## src/rtl/layer_controller_pkg.sv

```systemverilog
// Shared types and helpers for the layer sequencer and its activation stage.
package layer_controller_pkg;

    // Pass sequencing states.
    typedef enum logic [1:0] {
        IDLE      = 2'd0,
        WAIT_DATA = 2'd1,
        SEND      = 2'd2
    } state_t;

    // Low bit index of a given lane within a flat packed vector of equal lanes.
    function automatic int lane_lo(input int lane, input int width);
        return lane * width;
    endfunction

endpackage

```

## src/rtl/nn_activation_clamp.sv

```systemverilog
// Clamping activation for one neuron lane: negatives go to zero, values above
// the activation range saturate, and the result is zero-extended to sum width.
module nn_activation_clamp
    import layer_controller_pkg::*;
#(
    parameter int NEURON_OUTPUT_WIDTH = 10,
    parameter int ACTIVATION_WIDTH    = 9
) (
    input  logic [NEURON_OUTPUT_WIDTH-1:0] sum,
    output logic [NEURON_OUTPUT_WIDTH-1:0] act
);

    localparam logic [NEURON_OUTPUT_WIDTH-1:0] ACT_MAX =
        {{(NEURON_OUTPUT_WIDTH-ACTIVATION_WIDTH){1'b0}}, {ACTIVATION_WIDTH{1'b1}}};

    // Sign bit set means negative; otherwise saturate against the activation maximum.
    always_comb begin
        act = sum;
        if (sum[NEURON_OUTPUT_WIDTH-1]) begin
            act = '0;
        end else if (sum > ACT_MAX) begin
            act = ACT_MAX;
        end
    end

endmodule

```

## src/rtl/layer_controller.sv

```systemverilog
// Sequencer for the time-multiplexed layer datapath: buffers network inputs and
// previous-layer sums, selects the source for each requested layer pass and
// presents it to the layer module over a valid/ready handshake.
module layer_controller
    import layer_controller_pkg::*;
#(
    parameter int NEURON_NUM          = 5,
    parameter int NEURON_OUTPUT_WIDTH = 10,
    parameter int ACTIVATION_WIDTH    = 9,
    parameter int LAYER_ADDR_WIDTH    = 1,
    parameter int LAYER_MAX           = 3
) (
    input  logic                                      clk,
    input  logic                                      rst,
    input  logic [NEURON_NUM*ACTIVATION_WIDTH-1:0]    start_inputs,
    input  logic                                      start_inputs_valid,
    output logic                                      start_inputs_ready,
    input  logic [LAYER_ADDR_WIDTH-1:0]               layer_number,
    input  logic                                      layer_number_valid,
    output logic                                      layer_number_ready,
    input  logic [NEURON_NUM*NEURON_OUTPUT_WIDTH-1:0] layer_outputs,
    input  logic                                      layer_outputs_valid,
    output logic                                      layer_outputs_ready,
    output logic [NEURON_NUM*NEURON_OUTPUT_WIDTH-1:0] layer_inputs,
    output logic                                      layer_inputs_valid,
    input  logic                                      layer_inputs_ready
);

    state_t                                  state;
    logic [LAYER_ADDR_WIDTH-1:0]             cur_layer;
    logic [NEURON_NUM*NEURON_OUTPUT_WIDTH-1:0] result;

    logic [NEURON_NUM*ACTIVATION_WIDTH-1:0]    start_buf;
    logic                                      start_full;
    logic [NEURON_NUM*NEURON_OUTPUT_WIDTH-1:0] out_buf;
    logic                                      out_full;

    logic [NEURON_NUM*NEURON_OUTPUT_WIDTH-1:0] start_ext;
    logic [NEURON_NUM*NEURON_OUTPUT_WIDTH-1:0] act_vec;

    logic load_start;
    logic load_out;
    logic layer_in_range;

    // Handshake outputs are pure decodes of registered state, never of inputs.
    assign start_inputs_ready  = !start_full;
    assign layer_outputs_ready = !out_full;
    assign layer_number_ready  = (state == IDLE);
    assign layer_inputs_valid  = (state == SEND);
    assign layer_inputs        = result;

    // A buffer is drained only on the WAIT_DATA edge that loads the result.
    assign load_start     = (state == WAIT_DATA) && (cur_layer == '0) && start_full;
    assign load_out       = (state == WAIT_DATA) && (cur_layer != '0) && out_full;
    assign layer_in_range = (32'(layer_number) < LAYER_MAX);

    // Per-lane source preparation: zero-extended network inputs and clamped sums.
    for (genvar i = 0; i < NEURON_NUM; i++) begin : g_lane
        assign start_ext[lane_lo(i, NEURON_OUTPUT_WIDTH) +: NEURON_OUTPUT_WIDTH] =
            {{(NEURON_OUTPUT_WIDTH-ACTIVATION_WIDTH){1'b0}},
             start_buf[lane_lo(i, ACTIVATION_WIDTH) +: ACTIVATION_WIDTH]};

        nn_activation_clamp #(
            .NEURON_OUTPUT_WIDTH (NEURON_OUTPUT_WIDTH),
            .ACTIVATION_WIDTH    (ACTIVATION_WIDTH)
        ) u_clamp (
            .sum (out_buf[lane_lo(i, NEURON_OUTPUT_WIDTH) +: NEURON_OUTPUT_WIDTH]),
            .act (act_vec[lane_lo(i, NEURON_OUTPUT_WIDTH) +: NEURON_OUTPUT_WIDTH])
        );
    end

    // Network-input buffer: fills whenever empty, independent of the FSM.
    always_ff @(posedge clk or posedge rst) begin
        if (rst) begin
            start_buf  <= '0;
            start_full <= 1'b0;
        end else if (start_inputs_valid && !start_full) begin
            start_buf  <= start_inputs;
            start_full <= 1'b1;
        end else if (load_start) begin
            start_full <= 1'b0;
        end
    end

    // Previous-layer sums buffer: fills whenever empty, independent of the FSM.
    always_ff @(posedge clk or posedge rst) begin
        if (rst) begin
            out_buf  <= '0;
            out_full <= 1'b0;
        end else if (layer_outputs_valid && !out_full) begin
            out_buf  <= layer_outputs;
            out_full <= 1'b1;
        end else if (load_out) begin
            out_full <= 1'b0;
        end
    end

    // Pass sequencer: accept a layer number, wait for its source, present the result.
    always_ff @(posedge clk or posedge rst) begin
        if (rst) begin
            state     <= IDLE;
            cur_layer <= '0;
            result    <= '0;
        end else begin
            case (state)
                IDLE: begin
                    if (layer_number_valid && layer_in_range) begin
                        cur_layer <= layer_number;
                        state     <= WAIT_DATA;
                    end
                end
                WAIT_DATA: begin
                    if (load_start) begin
                        result <= start_ext;
                        state  <= SEND;
                    end else if (load_out) begin
                        result <= act_vec;
                        state  <= SEND;
                    end
                end
                SEND: begin
                    if (layer_inputs_ready) begin
                        state <= IDLE;
                    end
                end
                default: state <= IDLE;
            endcase
        end
    end

endmodule

```

## config.mk

```make
export PLATFORM = sky130hd
export DESIGN_NAME = layer_controller
export DESIGN_NICKNAME = d
export VERILOG_FILES = /design/src/rtl/layer_controller_pkg.sv /design/src/rtl/nn_activation_clamp.sv /design/src/rtl/layer_controller.sv
export SDC_FILE = /design/constraint.sdc
export NUM_CORES = 1
export LEC_CHECK = 0
export BUFFER_PORTS_ARGS = -buffer_cell sky130_fd_sc_hd__buf_2
export CAP_MARGIN = 20
export CELL_PAD_IN_SITES_DETAIL_PLACEMENT = 1
export CELL_PAD_IN_SITES_GLOBAL_PLACEMENT = 1
export CORE_MARGIN = 1.5
export CORE_UTILIZATION = 37
export DETAILED_ROUTE_END_ITERATION = 12
export GPL_ROUTABILITY_DRIVEN = 0
export PLACE_DENSITY = 0.78
export SETUP_SLACK_MARGIN = 0.15
export SLEW_MARGIN = 40
export SYNTH_ARGS = -nofsm -noshare
export SYNTH_HDL_FRONTEND = slang
export SYNTH_SLANG_ARGS = --single-unit
```

## constraint.sdc

```tcl
create_clock -name clk -period 4 [get_ports clk]
set_input_delay 0.4 -clock clk [delete_from_list [all_inputs] [get_ports clk]]
set_output_delay 0.4 -clock clk [all_outputs]
set_load 0.01 [all_outputs]
```

# == Yosys cells after proc, flatten, opt, wreduce, memory -nomap -nowiden ==
# Cells that the tools add are included.
# word_totals
register_bits,150
in_bits,102
output_inout_bits,54
word_cells,54
# classes
n_lt_le_gt_ge,5
eq_ne,5
muxes,21
n_bitwise,1
n_reduce_logical,15
# op_table
cell,n
two-way mux 50 bit,2
greater-than comparator 10 x 9 -> 1 bit (second input constant),5
two-way mux 10 bit,5
two-way mux 9 bit,5
two-way mux 2 bit,4
logical AND 1 bit,6
one-hot mux 2 bit (3 select lines),1
nonzero test 2 bit,3
two-way mux 1 bit,4
AND reduction 2 bit,2
inequality test 3 bit (second input constant),1
AND reduction 3 bit,1
equality test 2 x 1 -> 1 bit (second input constant),1
equality test 2 bit (second input constant),1
logical NOT 1 bit,2
logical NOT 2 bit,1
inequality test 2 x 1 -> 1 bit (second input constant),1
inequality test 2 bit (second input constant),1
inverter 1 bit,1

# == Logic depth before layout (Yosys ltp) ==
# logic_depth
depth_word,6
mapped_depth,5

# == Hierarchy ==
# Synthesis repeated with hierarchy kept, for this count alone.
# hier_totals
cells_unflattened,544
area_unflattened_um2,6429.9
# modules_own_cells
mod,instances,cells_each,area_per_inst_um2,seq_area_each_um2
layer_controller,1,489,6092.1,3753.6
nn_activation_clamp,5,11,67.6,0.0

# == Least setup slack after synthesis ==
# OpenSTA, ideal clock, no wires.
# synth_timing
path_kind,register to register
from,register state[1]
to,"register result[13], in the netlist layer_inputs[13]"
setup_ns,0.123
arrival_ns,1.244
required_ns,3.877
path_slack_ns,2.633
path_stages_with_launch,6
n_path_buf,2
period_less_slack_ns,1.367
path_cell_list,dfrtp_1 > nand2b_1 > or2_1 > buf_6 > buf_6 > o221a_1
# synth_via
elab_chain_len,5
word_cells_on_any_way,8
classes_between,eq/ne (1); mux (1); reduce/logical (6)
# synth_lines
item,line,text
"start, declared",layer_controller.sv:29,state_t state;
"start signal, assigned",layer_controller.sv:101,state <= IDLE;
"start signal, assigned",layer_controller.sv:109,state <= WAIT_DATA;
"start signal, assigned",layer_controller.sv:115,state <= SEND;
equality test 2 x 1 -> 1 bit *,"layer_controller.sv:53, layer_controller.sv:54, layer_controller.sv:105",
"logical AND 1 bit, on equally long branches (2 in a row)","layer_controller.sv:53, layer_controller.sv:54",
nonzero test 2 bit (no line),n/a,
AND reduction 2 bit (no line),n/a,
"end signal, assigned",layer_controller.sv:114,result <= start_ext;
"end signal, assigned",layer_controller.sv:117,result <= act_vec;
"end, declared",layer_controller.sv:31,logic [NEURON_NUM*NEURON_OUTPUT_WIDTH-1:0] result;
# Mark *: on every way between the ends. The rest lies on a longest branch, timed or not.
# A chain may end at the register's enable or synchronous reset.

# == Final worst setup path ==
# layout_timing
from,register cur_layer
to,"register result[21], in the netlist layer_inputs[21]"
# layout_via
elab_chain_len,5
word_cells_on_any_way,8
classes_between,mux (1); bitwise (1); reduce/logical (6)
# layout_lines
item,line,text
"start, declared",layer_controller.sv:30,logic [LAYER_ADDR_WIDTH-1:0] cur_layer;
"start signal, assigned",layer_controller.sv:108,cur_layer <= layer_number;
inverter 1 bit,layer_controller.sv:53,assign load_start = (state == WAIT_DATA) && (cur_layer == '0) && start_full;
logical AND 1 bit (2 in a row),layer_controller.sv:53,
nonzero test 2 bit (no line),n/a,
AND reduction 2 bit (no line),n/a,
# Several ways; a longest one is shown, not always the timed one.

==> out/qor.txt <==
HP Class: primary input to async pin
DP Area: 6770 sq um
fin area: 7340 sq um
wire length of the first global-routing pass: 24,100 microns
TritonCTS clock tree: yes
area of the multi-input gates: 1860 sq um
# setup viols final: 0
die area: 16,600 sq um
number of global-route vias before repair: 4,681
Final min period: 2.07 ns
CTS clk-pin slew, worst paths: 0.06 ns
routed length per instance: 17.4 microns
status: complete, no violations
core area: 15,300 sq um
WL met1: 6490 microns
pin count of the biggest net entering global routing: 146
setup TNS: 0 ns
clk sinks: 145
Fill cells: 1,701
Arrival @ worst endpoint: 2.42 ns
Startpoint Class: flip-flop
crit-path max FO: 26
R2R Path Start: cur_layer$_DFFE_PP0P_
Initial Utilization: 38.1%
worst relative slew slack: 51.3%
Cells after Synth: 479
drt first pass iters: 4
Post-CTS Setup Bufs: 0
mean area per synthesized cell: 12.2 sq um
number of buffers created by CTS: 17
PortBufs: 150
Core Util, Final: 47.9%
initial antenna violation count: 0
Via density: 5.00
Tot GR Track Use: 19.2%
H-Tree Depth: 4
worst setup path end: layer_inputs[21]$_DFFE_PP0P_
Synth Warn #: 0
skew final: 0.00639 ns
Post-CTS Resized: 0
Peak supply drop: 0.000395 V
P_leak: 0.00335 uW
hold_buf cts: 0
FMAX: 0.484 GHz
nature of the critical path endpoint: flip-flop
antenna cells: 0
reg2reg end: layer_inputs[21]$_DFFE_PP0P_
Worst Max-Slew Pin Slew: 0.730 ns
Worst setup startpoint: cur_layer$_DFFE_PP0P_
GR Overflow Total: 0
fin nets: 726
Worst Reg-to-Reg Cells: 4
layout cells sized above 1: 39.3%
Seq/Total Area, Yosys: 62.1%
routed length on met2: 7340 microns
final WL: 14,800 microns
Root Driver: clkbuf_16
Top-Level Pins: 156
post-route ant nets: 0
min setup slack post-route: 1.93 ns
FF+latch count, synth: 145
fin crit share: 51.7%
fin. max-slew vios: 0
non-filler cells, final: 847
CP Class: flip-flop to flip-flop
pre-CTS setup slack: 1.89 ns
Highest Signal Layer: met4
Max Cap Viol: 0
r2r setup slk: 1.93 ns
Skew-Pair Late Insertion Delay: 0.42 ns
synthesized area: 5840 sq um
pwr dens: 832 nW/um^2
Layout area overhead: 25.6%
sequential cell area: 3630 sq um
Met3 Routed Length: 666 microns
RSZ-0062 raised after global routing: false
Rows: 45
dpl cells: 815
Iter 0 DRT Violations: 165
Die Wd: 129 microns
drt drc: 0
count of cell types in the netlist: 24
Die H: 129 microns
routed via count: 4,232
Req. time, crit path: 4.35 ns
Longest Clk Path Bufs: 2
dpl hpwl: 9860 microns
total count of hold-check failures in the final report: 0
[cell usage in the layout, fill, tap and decap left out]
cell and instances:
a21o_1 1, a21oi_4 1, and4b_4 1, buf_12 1, buf_16 2, buf_2 150
buf_4 6, clkbuf_1 4, clkbuf_16 17, clkbuf_8 5, clkinv_2 4, clkinvlp_4 2
conb_1 5, dfrtp_1 145, inv_1 47, mux2_2 52, nand2_1 46, nand2b_1 3
nand3_1 1, nor2_1 4, nor2b_1 1, nor2b_4 2, nor3_1 1, o21a_1 1
o21ai_0 83, o21ai_1 5, o221a_1 39, o221a_2 6, or2_4 1
[power breakdown]
part | switching [uW] | internal (uW)
Combinational | 1020 | 983
Clock | 575 | 867
Sequential | 439 | 2230
[state kept, by name (all words and copies together) (netlist names)]
name          cells
state             2
start_full        1
layer_inputs     45
cur_layer         1
out_buf          50
start_buf        45
out_full          1
[synth_stat cells, drive strengths merged]
cell | number | area (sq um)
a21o | 1 | 7.51
a21oi | 1 | 5.00
and4b | 1 | 10.0
buf | 29 | 195
clkbuf | 8 | 30.0
conb | 1 | 3.75
dfrtp | 145 | 3630
inv | 48 | 180
mux2 | 52 | 586
nand2 | 46 | 173
nand2b | 3 | 18.8
nand3 | 1 | 5.00
nor2 | 4 | 15.0
nor2b | 3 | 18.8
nor3 | 1 | 5.00
o21a | 1 | 7.51
o21ai | 88 | 440
o221a | 45 | 507
or2 | 1 | 6.26
[cells by family (layout without fill, tap and decap cells)]
group	after synthesis	in the layout	share of synthesized area [%]
AND/OR/NAND/NOR	60	60	4.30
flip-flops	145	145	62.1
multiplexers	52	52	10.0
AO/OA/AOI/OAI	136	136	16.6
buffers and inverters	85	238	6.94
other	1	5	0.0642
[critical path, stage by stage, from the launching register on]
cell      delay, ns
dfrtp_1        0.40
nand2b_1       0.24
a21oi_4        0.62
buf_4          0.44
o221a_1        0.26
[per-layer routing]
layer / GRT usage (%) / vias up
met5: 0 / -
met1: 23.8 / 2151
met2: 32.3 / 119
met3: 4.12 / 21
li1: - / 1941
met4: 8.26 / 0
[how the worst min path moves through the flow]
stage                                      endpoint  slack [ns]  depth (start not counted)
after global placement         state[0]$_DFFE_PP0P_        0.48                          1
final                     start_buf[16]$_DFFE_PP0P_        0.04                          3
after global routing      start_buf[16]$_DFFE_PP0P_        0.08                          3
after detailed placement       state[0]$_DFFE_PP0P_        0.49                          1
after CTS                   out_buf[24]$_DFFE_PP0P_        0.16                          3
after floorplan                state[0]$_DFFE_PP0P_        0.45                          1
[layout make-up]
cell class | instances | share of cell area, %
clock buffer | 26 | 6.94
clock inverter | 5 | 0.375
inverter | 48 | 2.51
multi-input combinational | 253 | 25.3
sequential | 145 | 49.4
tap | 211 | 3.60
timing repair buffer | 159 | 11.9
[stage by stage]
step                hold WS [ns]  total power (uW)
floorplan                  0.454              3970
global placement           0.476              4530
detailed placement         0.486              4710
CTS                        0.162              6200
global route              0.0784              6540
finish                    0.0416              6110
(Power assumes the default switching activity.)
